<file path="src/rtl/bw_io_sstl_bscan_array.sv">
// Boundary-scan cell array for a group of SSTL pad channels.
// Each channel carries an input cell, an optional ODT cell, an output cell
// and an output-enable cell. Cells are chained with channel 0 nearest bsi.
// The design has a capture/shift register (sr) and an update register (ur).
// In test mode the pads are driven from ur. In functional mode they pass
// the core and receiver signals straight through.
module bw_io_sstl_bscan_array #(
  parameter  int NCH        = 8,
  parameter  int ODT_EN     = 1,
  parameter  int STRICT_UPD = 1,
  localparam int K          = 3 + ODT_EN,
  localparam int L          = NCH * K,
  localparam int CW         = $clog2(L + 2)
) (
  input  logic            clk,
  input  logic            rst_l,
  input  logic            capture_dr,
  input  logic            shift_dr,
  input  logic            update_dr,
  input  logic            bsi,
  output logic            bso,
  input  logic            mode_ctrl,
  input  logic            hiz_l,
  input  logic            odt_enable_mask,
  input  logic [NCH-1:0]  rcv_in,
  input  logic [NCH-1:0]  data_in,
  input  logic [NCH-1:0]  drv_oe,
  output logic [NCH-1:0]  to_core,
  output logic [NCH-1:0]  data_out,
  output logic [NCH-1:0]  oe,
  output logic [NCH-1:0]  odt_enable,
  output logic [CW-1:0]   shift_cnt,
  output logic            len_ok
);

  localparam logic [CW-1:0] L_CNT   = CW'(L);
  localparam logic [CW-1:0] SAT_CNT = CW'(L + 1);
  localparam logic [CW-1:0] ONE_CNT = CW'(1);

  logic [L-1:0]   sr_q,  sr_d;
  logic [L-1:0]   ur_q,  ur_d;
  logic [CW-1:0]  cnt_q, cnt_d;
  logic           len_ok_q, len_ok_d;
  logic [NCH-1:0] odt_in_s;

  // ODT is requested only when the driver is off and the global mask is clear.
  assign odt_in_s = ~(drv_oe | {NCH{odt_enable_mask}});

  // Next-state logic for the chain, the update register and the shift counter.
  // Update samples the pre-edge sr and count, so it combines cleanly with a
  // capture or a shift in the same cycle. Capture takes priority over shift.
  always_comb begin
    sr_d     = sr_q;
    ur_d     = ur_q;
    cnt_d    = cnt_q;
    len_ok_d = len_ok_q;

    if (capture_dr) begin
      for (int c = 0; c < NCH; c++) begin
        sr_d[c*K] = rcv_in[c];
        if (ODT_EN != 0) begin
          sr_d[c*K+1] = odt_in_s[c];
        end else begin
          // Without an ODT cell, b+1 is the output cell.
          sr_d[c*K+1] = data_in[c];
        end
        sr_d[c*K+1+ODT_EN] = data_in[c];
        sr_d[c*K+K-1]      = drv_oe[c];
      end
      cnt_d = '0;
    end else if (shift_dr) begin
      sr_d = {sr_q[L-2:0], bsi};
      if (cnt_q != SAT_CNT) begin
        cnt_d = cnt_q + ONE_CNT;
      end else begin
        cnt_d = cnt_q;
      end
    end else begin
      sr_d  = sr_q;
      cnt_d = cnt_q;
    end

    if (update_dr) begin
      len_ok_d = (cnt_q == L_CNT);
      if ((STRICT_UPD == 0) || (cnt_q == L_CNT)) begin
        ur_d = sr_q;
      end else begin
        ur_d = ur_q;
      end
    end else begin
      len_ok_d = len_ok_q;
      ur_d     = ur_q;
    end
  end

  // State registers; reset clears everything at once, without waiting for clk.
  always_ff @(posedge clk or negedge rst_l) begin
    if (!rst_l) begin
      sr_q     <= '0;
      ur_q     <= '0;
      cnt_q    <= '0;
      len_ok_q <= 1'b0;
    end else begin
      sr_q     <= sr_d;
      ur_q     <= ur_d;
      cnt_q    <= cnt_d;
      len_ok_q <= len_ok_d;
    end
  end

  assign bso       = sr_q[L-1];
  assign shift_cnt = cnt_q;
  assign len_ok    = len_ok_q;

  // Pad-side muxing. Test mode drives the pads from ur, with hiz_l gating the
  // drivers and ODT. Functional mode passes the signals through. ur clears
  // asynchronously, so test-mode outputs go to 0 during reset.
  always_comb begin
    to_core    = rcv_in;
    data_out   = data_in;
    oe         = drv_oe;
    odt_enable = odt_in_s;
    if (mode_ctrl) begin
      for (int c = 0; c < NCH; c++) begin
        to_core[c]  = ur_q[c*K];
        data_out[c] = ur_q[c*K+1+ODT_EN];
        oe[c]       = ur_q[c*K+K-1] & hiz_l;
        if (ODT_EN != 0) begin
          odt_enable[c] = ur_q[c*K+1] & hiz_l;
        end else begin
          odt_enable[c] = 1'b0;
        end
      end
    end else begin
      to_core    = rcv_in;
      data_out   = data_in;
      oe         = drv_oe;
      odt_enable = odt_in_s;
    end
  end

endmodule

</file>
<file path="config.mk">
export PLATFORM = sky130hd
export DESIGN_NAME = bw_io_sstl_bscan_array
export DESIGN_NICKNAME = d
export VERILOG_FILES = /design/src/rtl/bw_io_sstl_bscan_array.sv
export SDC_FILE = /design/constraint.sdc
export NUM_CORES = 1
export LEC_CHECK = 0
export BUFFER_PORTS_ARGS = -buffer_cell sky130_fd_sc_hd__buf_2
export CAP_MARGIN = 20
export CORE_MARGIN = 2
export CORE_UTILIZATION = 49
export DETAILED_ROUTE_END_ITERATION = 7
export PLACE_DENSITY = 0.69
export SLEW_MARGIN = 20
export SYNTH_ARGS = -nofsm -noshare
export SYNTH_HDL_FRONTEND = slang
export SYNTH_SLANG_ARGS = --single-unit
</file>
<file path="constraint.sdc">
create_clock -name clk -period 4.38 [get_ports clk]
set_input_delay 0.438 -clock clk [delete_from_list [all_inputs] [get_ports clk]]
set_output_delay 0.438 -clock clk [all_outputs]
set_load 0.1 [all_outputs]
</file>
==> qor.yml <==
status: "finished clean"
period_minus_slack_ps: 2820
die_w_um: 90.2
initial_core_util_pct: 50.5
finalClockSkew_ps: 10.6
port-buffer-count: 72
drive_gt1_share_pct: 37.0
start_kind: "input port"
switching_power_mw: 0.528
grt_max_degree: 43
irDropWorstVdd_mv: 0.185
rsz0062_at_grt: "no"
crit_arrival_ps: 2380
dieArea_um2: 8140
antenna_found_initial: 0
clkSinkCount: 71
clock_latency_ps: 340
cts_tree: "yes"
comb_power_share_pct: 20.8
final_common_cell: "buf_2"
routed_wl_um: 7410
area_growth_pct: 14.9
hp-class: "in2async"
fmax_mhz: 354
max-slew-margin-rel_pct: 26.5
cts.clk_slew.worst_paths_ps: 80
worst-path-max-fanout: 34
cp-end-kind: "output pin"
num_vias: 2507
first_pass_iters: 4
clockBufferDepth: 2
synth_area_um2: 3640
rows: 31
yosysTopAreaCell: "dfrtp_1"
final_nets: 412
dr.first_iter.drc_count: 111
track_usage_pct: 19.6
dp_cells: 464
viasPerCell: 5.22
syn_area_per_cell_um2: 11.6
power_per_cell_area_nw_per_um2: 372
netlist.area_leader.share_pct: 48.8
worst_slack_ps: 1560
p_seq_share_pct: 46.6
crit_type: "in2out"
synth.yosys.seq_area_share_pct: 48.8
ant_nets: 0
io_pins: 73
overflow: 0
cts_setup_buffers: 0
antennaDiodeCount: 0
synthCells: 314
p_int_mw: 1.03
setup_viol: 0
clkPwrFrac_pct: 32.7
grt_first_pass_wirelength_um: 12800
coreArea_um2: 7210
cts_max_level: 3
synth_warnings: 0
worstMarginPinSlew_ps: 1100
syn_nets: 350
finalHoldViolations: 0
ctsResizeCount: 0
ys_types: 32
drv_cap: 0
gp_congestion: 0.769
rrSetupSlack_ps: 1950
numCtsBuffers: 9
switching_share_pct: 33.9
finalMaxSlewViolations: 0
dp_slack_ps: 1580
netlist_top_cells_area: "dfrtp_1 49%, mux2_4 12%, mux2i_1 9.1%"
dp_hpwl_um: 4710
fin_setup_tns_ps: 0
cp.required_ps: 3940
layout_common_cells: "72 x buf_2, 71 x dfrtp_1, 42 x nand2_1, 41 x o21ai_0, 33 x mux2i_1"
synth_seq_cells: 71
stdcell_count: 480
drc_errors: 0
p_leak_nw: 2.11
routedWlPerCell_um: 15.4
die_y_um: 90.2
finalCritPeriodShare_pct: 64.4
cts_root_buf: "clkbuf_8"
postCtsHoldBufs: 0
grt_pass1_vias: 2505
## logic make-up (layout without fill, tap and decap cells)
logic type      Yosys count  count (layout)  synth area share [%]
fa+ha+maj                 3               3                  1.03
compound gates           56              56                  8.69
flops                    71              71                  48.8
buf+inv                  35             102                  5.29
xor+xnor                  2               2                 0.481
mux                      81              81                  26.9
simple gates             66              66                  8.83
## metrics by stage
| stage | hold slack [ps] | power, mW | area, µm² | utilization (%) |
|---|---|---|---|---|
| 2_1_floorplan | 142 | 0.982 | 3640 | - |
| 5_1_grt | 172 | 1.63 | 4180 | 58.0 |
| 3_5_place_dp | 472 | 1.06 | 4000 | 55.4 |
| 6_report | 116 | 1.56 | 4180 | 58.0 |
| 4_1_cts | 135 | 1.57 | 4180 | 58.0 |
| 3_3_place_gp | 466 | 1.06 | 4000 | 55.4 |
## layer usage
layer	wire [µm]	GRT usage, %	share of wire [%]
met3	329	3.27	4.4
met5	0	0	0
met2	3370	28.7	45
met1	3600	29.3	49
met4	106	7.31	1.4
## layout make-up
class	count	area (µm²)
clock buffer	10	128
clock inverter	6	61.3
fill	629	3030
inverter	12	45.0
multi-input combinational	208	1670
sequential	71	1780
tap	99	124
timing repair buffer	74	375
## worst max-delay path: stages
cell and delay, ps:
buf_2 550, and2_1 650, nand2_1 120, o31ai_1 120, buf_2 490
## cell usage after synthesis
| library cell | number |
|---|---|
| a211o_2 | 1 |
| a21o_1 | 1 |
| a21oi_1 | 2 |
| a311o_1 | 1 |
| a31oi_1 | 1 |
| and2_1 | 1 |
| and3_1 | 1 |
| buf_12 | 3 |
| buf_2 | 4 |
| buf_6 | 1 |
| clkbuf_1 | 15 |
| dfrtp_1 | 71 |
| ha_1 | 3 |
| inv_1 | 12 |
| mux2_2 | 19 |
| mux2_4 | 29 |
| mux2i_1 | 33 |
| nand2_1 | 42 |
| nand3_1 | 2 |
| nand3b_1 | 1 |
| nand4_1 | 3 |
| nor2_1 | 2 |
| nor2b_1 | 1 |
| nor3_1 | 1 |
| nor3b_1 | 1 |
| nor4b_4 | 1 |
| o211ai_1 | 1 |
| o21ai_0 | 41 |
| o31ai_1 | 8 |
| or3_1 | 9 |
| or3b_2 | 1 |
| xor2_1 | 2 |
## power by group through the flow
stage,registers [mW],clock network (mW),logic (mW)
after global placement,0.736,0,0.322
after detailed placement,0.738,0,0.326
final,0.726,0.509,0.324
after CTS,0.726,0.517,0.326
after global routing,0.732,0.547,0.350
after floorplan,0.773,0,0.209
## flip-flops by register name, indices dropped and copies added (netlist names)
signal / flops
shift_cnt: 6
len_ok: 1
ur_q: 32
sr_q: 32
## path summary, 6_finish.rpt
check,start,endpoint,cells past startpoint
setup / recovery,mode_ctrl,odt_enable[6],5
hold / removal,rst_l,ur_q[24]$_DFFE_PN0P_,1
setup reg to reg,shift_cnt[3]$_DFFE_PN0P_,ur_q[27]$_DFFE_PN0P_,3
hold reg to reg,len_ok$_DFFE_PN0P_,len_ok$_DFFE_PN0P_,1
max in group asynchronous,rst_l,ur_q[1]$_DFFE_PN0P_,2
min in group clk,data_in[4],sr_q[18]$_DFFE_PN0P_,3
(Power assumes the default switching activity.)
